==> src/rtl/ex_mem_stage.sv <==
// EX->MEM pipeline stage: two-entry (main + skid) valid/ready buffer with
// branch resolution from ALU flags and a one-cycle PC redirect pulse.
module ex_mem_stage #(
   parameter int DATA_W  = 32,
   parameter int RADDR_W = 5
) (
   input  logic               clk,
   input  logic               rst_n,
   input  logic               flush,
   input  logic               ex_valid,
   output logic               ex_ready,
   input  logic [DATA_W-1:0]  ex_result,
   input  logic               ex_zero,
   input  logic               ex_sign,
   input  logic [DATA_W-1:0]  ex_store_data,
   input  logic [RADDR_W-1:0] ex_rd,
   input  logic               ex_regwrite,
   input  logic               ex_memread,
   input  logic               ex_memwrite,
   input  logic [2:0]         ex_br_op,
   input  logic [DATA_W-1:0]  ex_br_target,
   output logic               mem_valid,
   input  logic               mem_ready,
   output logic [DATA_W-1:0]  mem_alu_result,
   output logic [DATA_W-1:0]  mem_store_data,
   output logic [RADDR_W-1:0] mem_rd,
   output logic               mem_regwrite,
   output logic               mem_memread,
   output logic               mem_memwrite,
   output logic               redirect_valid,
   output logic [DATA_W-1:0]  redirect_pc,
   output logic [1:0]         dbg_state
);

   // Handshake: a beat moves on a rising edge when valid & ready are both high
   // on that edge; valid never waits on ready, and ex_ready/mem_valid are
   // registered so neither depends combinationally on the other side.

   typedef struct packed {
      logic [DATA_W-1:0]  result;
      logic [DATA_W-1:0]  store_data;
      logic [RADDR_W-1:0] rd;
      logic               regwrite;
      logic               memread;
      logic               memwrite;
   } beat_t;

   typedef enum logic [1:0] {
      S_EMPTY = 2'd0,
      S_ONE   = 2'd1,
      S_TWO   = 2'd2
   } state_t;

   state_t            state_q;
   beat_t             main_q;
   beat_t             skid_q;
   beat_t             beat_d;
   logic              mem_valid_q;
   logic              ex_ready_q;
   logic              redirect_valid_q;
   logic [DATA_W-1:0] redirect_pc_q;
   logic              accept;
   logic              drain;
   logic              taken_d;

   assign beat_d = {ex_result, ex_store_data, ex_rd, ex_regwrite, ex_memread, ex_memwrite};
   assign accept = ex_valid & ex_ready_q;
   assign drain  = mem_valid_q & mem_ready;

   always_comb begin
      taken_d = 1'b0;
      case (ex_br_op)
         3'b001:  taken_d = ex_zero;
         3'b010:  taken_d = ~ex_zero;
         3'b011:  taken_d = ex_sign;
         3'b100:  taken_d = ~ex_sign;
         3'b101:  taken_d = 1'b1;
         default: taken_d = 1'b0;
      endcase
   end

   always_ff @(posedge clk) begin
      if (!rst_n) begin
         state_q          <= S_EMPTY;
         main_q           <= '0;
         skid_q           <= '0;
         mem_valid_q      <= 1'b0;
         ex_ready_q       <= 1'b1;
         redirect_valid_q <= 1'b0;
         redirect_pc_q    <= '0;
      end else if (flush) begin
         // Slots are cleared so no stale control reaches MEM after the flush.
         state_q          <= S_EMPTY;
         main_q           <= '0;
         skid_q           <= '0;
         mem_valid_q      <= 1'b0;
         ex_ready_q       <= 1'b1;
         redirect_valid_q <= 1'b0;
      end else begin
         redirect_valid_q <= accept & taken_d;
         if (accept & taken_d) redirect_pc_q <= ex_br_target;
         case (state_q)
            S_EMPTY: begin
               if (accept) begin
                  main_q      <= beat_d;
                  mem_valid_q <= 1'b1;
                  state_q     <= S_ONE;
               end
            end
            S_ONE: begin
               if (accept && drain) begin
                  main_q <= beat_d;
               end else if (accept) begin
                  skid_q     <= beat_d;
                  ex_ready_q <= 1'b0;
                  state_q    <= S_TWO;
               end else if (drain) begin
                  main_q      <= '0;
                  mem_valid_q <= 1'b0;
                  state_q     <= S_EMPTY;
               end
            end
            S_TWO: begin
               if (drain) begin
                  main_q     <= skid_q;
                  skid_q     <= '0;
                  ex_ready_q <= 1'b1;
                  state_q    <= S_ONE;
               end
            end
            default: begin
               state_q     <= S_EMPTY;
               main_q      <= '0;
               skid_q      <= '0;
               mem_valid_q <= 1'b0;
               ex_ready_q  <= 1'b1;
            end
         endcase
      end
   end

   assign ex_ready       = ex_ready_q;
   assign mem_valid      = mem_valid_q;
   assign mem_alu_result = main_q.result;
   assign mem_store_data = main_q.store_data;
   assign mem_rd         = main_q.rd;
   assign mem_regwrite   = main_q.regwrite;
   assign mem_memread    = main_q.memread;
   assign mem_memwrite   = main_q.memwrite;
   assign redirect_valid = redirect_valid_q;
   assign redirect_pc    = redirect_pc_q;
   assign dbg_state      = state_q;

endmodule

==> config.mk <==
export PLATFORM = sky130hd
export DESIGN_NAME = ex_mem_stage
export DESIGN_NICKNAME = d
export VERILOG_FILES = /design/src/rtl/ex_mem_stage.sv
export SDC_FILE = /design/constraint.sdc
export NUM_CORES = 1
export LEC_CHECK = 0
export CORE_ASPECT_RATIO = 0.6
export CORE_MARGIN = 5
export CORE_UTILIZATION = 35
export DETAILED_ROUTE_END_ITERATION = 7
export PLACE_DENSITY = 0.66
export SLEW_MARGIN = 20
export SYNTH_ARGS = -nofsm -noshare
export SYNTH_HDL_FRONTEND = slang
export SYNTH_SLANG_ARGS = --single-unit
==> constraint.sdc <==
create_clock -name clk -period 1.52 [get_ports clk]
set_input_delay 0.152 -clock clk [delete_from_list [all_inputs] [get_ports clk]]
set_output_delay 0.152 -clock clk [all_outputs]
set_load 0.01 [all_outputs]
==> flow_summary.yaml, run 1 <==
run:
  drv_cap: 0
layout:
  fin_cells: 1537
  area_delta_synth_final_pct: 46.4
  fillers: 2212
  final_area_sq_um: 12600
  drive_gt1_frac: 0.127
  diodes: 0
  nets: 1316
timing:
  rsz0062_at_grt: "true"
  slew_viol_final: 0
  final.setup_skew_ns: 0.00987
  period_share: 1.01
  slew_headroom: 0.616
  tightest_slew_ns: 0.576
  setup_viol: 21
  setup_ws_ns: -0.0196
  min_period_ns: 1.54
  fmax_mhz: 650
  hold_violations: 0
synthesis:
  yosysWarnings: 0
  synth.most_common_cell: "dfxtp_1"
  synth-compound-area-share: 0.222
  synth_area_sq_um: 8590
  yosysSeqAreaShare: 0.422
  synth-xor-area-share: 0
  synth-simple-area-share: 0.161
  synth_top_family_by_area: "compound AO/OA/AOI/OAI gates"
  ys_ff_latch: 181
  synth-adder-area-share: 0
  syn-mean-instance-area_sq_um: 8.44
  yosysTopAreaCell: "dfxtp_1"
  synth_edf_count: 0
  synth_common_cells: "dfxtp_1 (181), nand2_1 (138), mux2i_1 (104), nor2_1 (76), a21oi_1 (75)"
  async_reset_ff_frac: 0
  synth.area.top_cells: "dfxtp_1 (42%), mux2i_1 (12%), a32oi_1 (7.3%)"
  netlist.area_leader.share: 0.422
  synthMuxAreaShare: 0.122
  syn-num-nets: 1132
  synth-main-ff-cell: "dfxtp_1"
  ys_types: 33
  synthCells: 1018
worst_setup_path:
  crit_chain: "and2_4 -> and4bb_4 -> buf_12 -> clkbuf_16 -> nand2_1 -> a21oi_1"
  startpoint_type: "register"
  critPathArrivalTime_ns: 1.90
  critPathMaxStageDelay_ns: 0.42
  worstPathMaxFanout: 14
  crit_type: "register to register"
  path_delay_family: "simple AND/OR/NAND/NOR gates"
  crit_required_ns: 1.88
  endpoint_kind: "register"
  cp.buffers_inverters: 2
  critPathSlowestCell: "and4bb_4"
route:
  wl_met2_mm: 14.5
  met1_length_mm: 14.2
  drc: 0
  vias: 8808
  viasPerCell: 5.73
  dr.pass1.iters: 5
  highest_layer: "met5"
  dr_wl_met3_mm: 2.50
  wl_mm: 31.7
  drtIter0Drc: 871
  wl_per_cell_um: 20.6
  postRouteAntennaNets: 0
clock_network:
  numCtsBuffers: 17
  path_clk_slew_ns: 0.07
  cts_tree: "done"
  cts_root_buf: "clkbuf_16"
  worstSkewPairLatency_ns: 0.44
  hold_buffers: 0
  cts_sinks: 181
  cts_buffer_depth: 2
  htree_levels: 4
power_and_ir_drop:
  ir_worst_vdd_mv: 0.768
  power_density_nw_per_um2: 935
  finalPower_mw: 11.8
  p_leak_nw: 5.20
floorplan:
  die_h_um: 131
  fp-row-count: 44
  coreArea_sq_um: 24200
  dieArea_sq_um: 27900
  fp.dieW_um: 212
  num_io_pins: 223
  start_util: 0.356
run_status:
  violations: "setup timing"
  outcome: "complete, but fails checks"
place:
  place_area_sq_um: 11300
  place.gp.congestion: 0.787
  dp.cells: 1488
  portBuffers: 222
  dp_hpwl_mm: 18.7
global_route:
  grt_max_degree: 73
  grt_first_pass_wirelength_mm: 47.0
  first_global_vias: 8145
  grt_util_all_layers: 0.207
  overflow: 0
  antenna_found_initial: 2
hold_path:
  hold_path.class: "primary input to register"
-- report_power, final --
group	internal [mW]	switching, mW	leakage, nW
clock	2.54	2.13	0.298
sequential	4.87	0.0812	1.47
combinational	1.02	1.13	3.43
-- final timing paths --
kind	startpoint	to	slack [ns]	cells after the start
setup / recovery	mem_valid	skid_q[25]	-0.02	6
hold / removal	rst_n	skid_q[51]	0.19	3
setup reg to reg	mem_valid	skid_q[25]	-0.02	6
hold reg to reg	redirect_pc[27]	redirect_pc[27]	0.46	2
-- worst register-to-register path, cell delays in order (launching register included) --
cell and delay [ns]:
dfxtp_4 0.40, and2_4 0.15, and4bb_4 0.42, buf_12 0.15, clkbuf_16 0.18, nand2_1 0.06, a21oi_1 0.12
-- placed cells by master, fill, tap and decap left out, types with 3 or more instances in the layout --
master and count:
nand3_1 3, nor2_1 76, a21oi_2 18, nor2b_1 5, dlygate4sd2_1 30, nand4_1 72
dfxtp_4 3, mux2i_1 103, clkdlybuf4s50_1 142, inv_6 6, clkbuf_16 24, dlymetal6s2s_1 44
a21oi_1 57, buf_12 26, o21ai_1 23, buf_6 6, clkinv_4 3, buf_16 3
nand2_1 124, nand2_4 14, buf_2 3, dfxtp_1 177, o21ai_0 49, a32oi_1 72
buf_4 22, o22ai_1 71
-- timing repair --
action | 4_1_cts | 5_1_grt
pin swaps | 0 | 55
buffers inserted | 0 | 5
gates cloned | 1 | 12
hold endpoints to repair | 0 | 0
setup endpoints to repair | 39 | 186
resized for setup | 41 | 127
-- area by class of cell --
type                    count  area [sq um]  area share
repair buffers            288          3340       0.266
multi-input cells         714          4600       0.365
clock buffers              19           443      0.0352
flip-flops and latches    181          3640       0.289
well taps                 322           403      0.0320
clock inverters            13           161      0.0128
-- sequential cells by signal, summed over array words and instances (netlist names) --
name / count
mem_regwrite: 1
skid_q: 72
mem_rd: 5
dbg_state: 2
mem_memread: 1
mem_store_data: 32
mem_valid: 1
redirect_pc: 32
redirect_valid: 1
mem_alu_result: 32
ex_ready: 1
mem_memwrite: 1
-- stage by stage --
step	setup TNS [ns]	hold slack [ns]	setup WS (ns)	utilization
6_report	-0.146	0.193	-0.0196	0.521
4_1_cts	-0.0703	0.170	-0.00895	0.494
2_1_floorplan	0	0.266	0.00716	-
3_3_place_gp	-4.42	0.444	-0.179	0.468
3_5_place_dp	-5.26	0.453	-0.211	0.468
5_1_grt	-4.91	0.202	-0.0905	0.521
-- per-layer routing --
metal  global-route usage  vias to the layer above
li1                     -                     4137
met3               0.0548                       32
met2                0.310                      348
met4               0.0437                        4
met1                0.301                     4287
met5                    0                        -
-- cells by family (layout without fill, tap and decap cells) --
| logic type | after synthesis | count (layout) |
|---|---|---|
| multiplexers | 105 | 105 |
| flip-flops | 181 | 181 |
| AND/OR/NAND/NOR | 306 | 306 |
| AO/OA/AOI/OAI | 303 | 303 |
| buffers and inverters | 123 | 320 |
Power figures use the tool's default switching activity.
==> run 2, diff against run 1 <==
Settings changed: DONT_BUFFER_PORTS set to 1, PLACE_DENSITY 0.66 to 0.54.
==> flow_summary.yaml, run 2 (synthesized netlist as in run 1, its figures left out) <==
floorplan:
  start_util: 0.356
  coreArea_sq_um: 24200
  fp-row-count: 44
  dieArea_sq_um: 27900
  fp.dieW_um: 212
  die_h_um: 131
  num_io_pins: 223
timing:
  slew_headroom: 0.661
  rsz0062_at_grt: "true"
  slew_viol_final: 0
  period_share: 1.03
  min_period_ns: 1.57
  fmax_mhz: 638
  tightest_slew_ns: 0.508
  hold_violations: 0
  final.setup_skew_ns: 0.0101
  setup_ws_ns: -0.0480
  setup_viol: 69
route:
  postRouteAntennaNets: 0
  dr.pass1.iters: 6
  wl_per_cell_um: 24.0
  drc: 0
  wl_mm: 35.2
  drtIter0Drc: 1065
  viasPerCell: 6.04
  vias: 8878
worst_setup_path:
  rr_startpoint: "dbg_state[1]"
  critPathMaxStageDelay_ns: 0.47
  endpoint_kind: "register"
  path_delay_family: "compound AO/OA/AOI/OAI gates"
  worstPathMaxFanout: 13
  crit_required_ns: 1.84
  r2r_end: "mem_alu_result[28]"
  crit_type: "register to register"
  rrSetupSlack_ns: -0.05
  critPathArrivalTime_ns: 1.89
  startpoint_type: "register"
  cp.buffers_inverters: 2
  reg2regPathDepth: 6
  crit_chain: "buf_6 -> nor2b_4 -> a221o_4 -> clkbuf_16 -> a32oi_1 -> nor2_1"
  critPathSlowestCell: "a221o_4"
place:
  place.gp.congestion: 0.729
  dp_hpwl_mm: 17.0
  portBuffers: 0
power_and_ir_drop:
  combPwrFrac: 0.164
  p_clk_frac: 0.410
  power_density_nw_per_um2: 985
  swShare: 0.266
  ir_worst_vdd_mv: 0.812
  finalPower_mw: 11.8
  internal_power_mw: 8.67
  p_leak_nw: 4.06
  seq_power_share: 0.427
  netSwitchingPower_mw: 3.14
layout:
  post-route-util: 0.496
  largest_reg_flops: 72
  nets: 1248
  top_register: "skid_q"
  final_common_cell: "dfxtp_1"
  drive_gt1_frac: 0.127
  fillers: 2203
  most-common-layout-cells: "dfxtp_1 (177), dlygate4sd3_1 (142), nand2_1 (138)"
  area_delta_synth_final_pct: 39.6
global_route:
  antenna_found_initial: 1
  grt_util_all_layers: 0.218
  grt_max_degree: 89
  first_global_vias: 8170
  grt_first_pass_wirelength_mm: 49.1
  overflow: 0
run_status:
  violations: "setup timing"
  outcome: "complete, but fails checks"
clock_network:
  cts_buffer_depth: 2
  cts_root_buf: "clkbuf_16"
  htree_levels: 4
  path_clk_slew_ns: 0.07
  numCtsBuffers: 17
  cts_tree: "done"
  cts_sinks: 181
  worstSkewPairLatency_ns: 0.45
hold_path:
  hold_path.class: "primary input to register"
  hold_start: "rst_n"
  whs_endpoint: "redirect_pc[6]"
  min_path_cells: 3
run:
  drv_cap: 0
run 2: cell types whose count changed in the layout (fill, tap and decap cells not counted), sizes merged, moves of 4 or more:
cell	previous run	this run
clkdlybuf4s50	142	0
dlymetal6s2s	44	0
inv	8	4
clkbuf	26	37
dlygate4sd3	0	142
dlygate4sd2	30	0
run 2: layout make-up:
class,instances,area (sq um),area share
multi-input cells,714,4580,0.382
well taps,322,403,0.0336
diodes,1,2.50,0.000209
clock inverters,11,170,0.0142
clock buffers,20,457,0.0381
flip-flops and latches,181,3640,0.303
repair buffers,220,2750,0.229
run 2: worst min-delay path: cells and delay by family:
family | cells | cell delay [ns]
muxes | 1 | 0.06
buffers and inverters | 1 | 0.15
and+or+nand+nor | 1 | 0.07
run 2: how the worst max path moves through the flow:
stage / endpoint / startpoint / cells after the start / slack, ns
2_1_floorplan: skid_q[63] / ex_ready / 8 / 0.007
3_3_place_gp: mem_store_data[3] / dbg_state[0] / 4 / 0.01
3_5_place_dp: mem_store_data[3] / ex_ready / 5 / -0.02
4_1_cts: mem_store_data[3] / dbg_state[0] / 5 / 0.005
5_1_grt: mem_alu_result[4] / dbg_state[1] / 6 / -0.10
6_report: mem_alu_result[28] / dbg_state[1] / 6 / -0.05
run 2: metrics by stage:
stage | TNS (ns) | setup slack, ns | std cells | hold WS (ns) | cell area, sq um
2_1_floorplan | 0 | 0.00716 | 1018 | 0.266 | 8610
3_3_place_gp | 0 | 0.0135 | 1254 | 0.291 | 8990
3_5_place_dp | -0.0528 | -0.0177 | 1254 | 0.295 | 8990
4_1_cts | 0 | 0.00470 | 1428 | 0.00706 | 11100
5_1_grt | -5.41 | -0.104 | 1469 | 0.0252 | 12000
6_report | -1.50 | -0.0480 | 1469 | 0.0377 | 12000
run 2: what timing repair did:
item | CTS | global route
gates cloned | 0 | 22
setup buffers | 0 | 18
hold buffers | 143 | 0
pin swaps | 0 | 45
resized for setup | 2 | 49
endpoints found under the hold margin | 112 | 0
endpoints found under the setup margin | 34 | 123
run 2: per-layer routing:
layer	track usage	routed length, um
met1	0.303	15200
met2	0.322	15800
met3	0.0705	3410
met4	0.0735	799
met5	0	0
run 2: power groups by stage:
stage          logic [mW]  registers, mW  clock network, mW
6_report             1.93           5.04               4.84
2_1_floorplan       0.959           5.10                  0
3_5_place_dp         1.23           5.14                  0
4_1_cts              1.56           5.03               4.96
3_3_place_gp         1.22           5.14                  0
5_1_grt              2.04           5.05               5.15
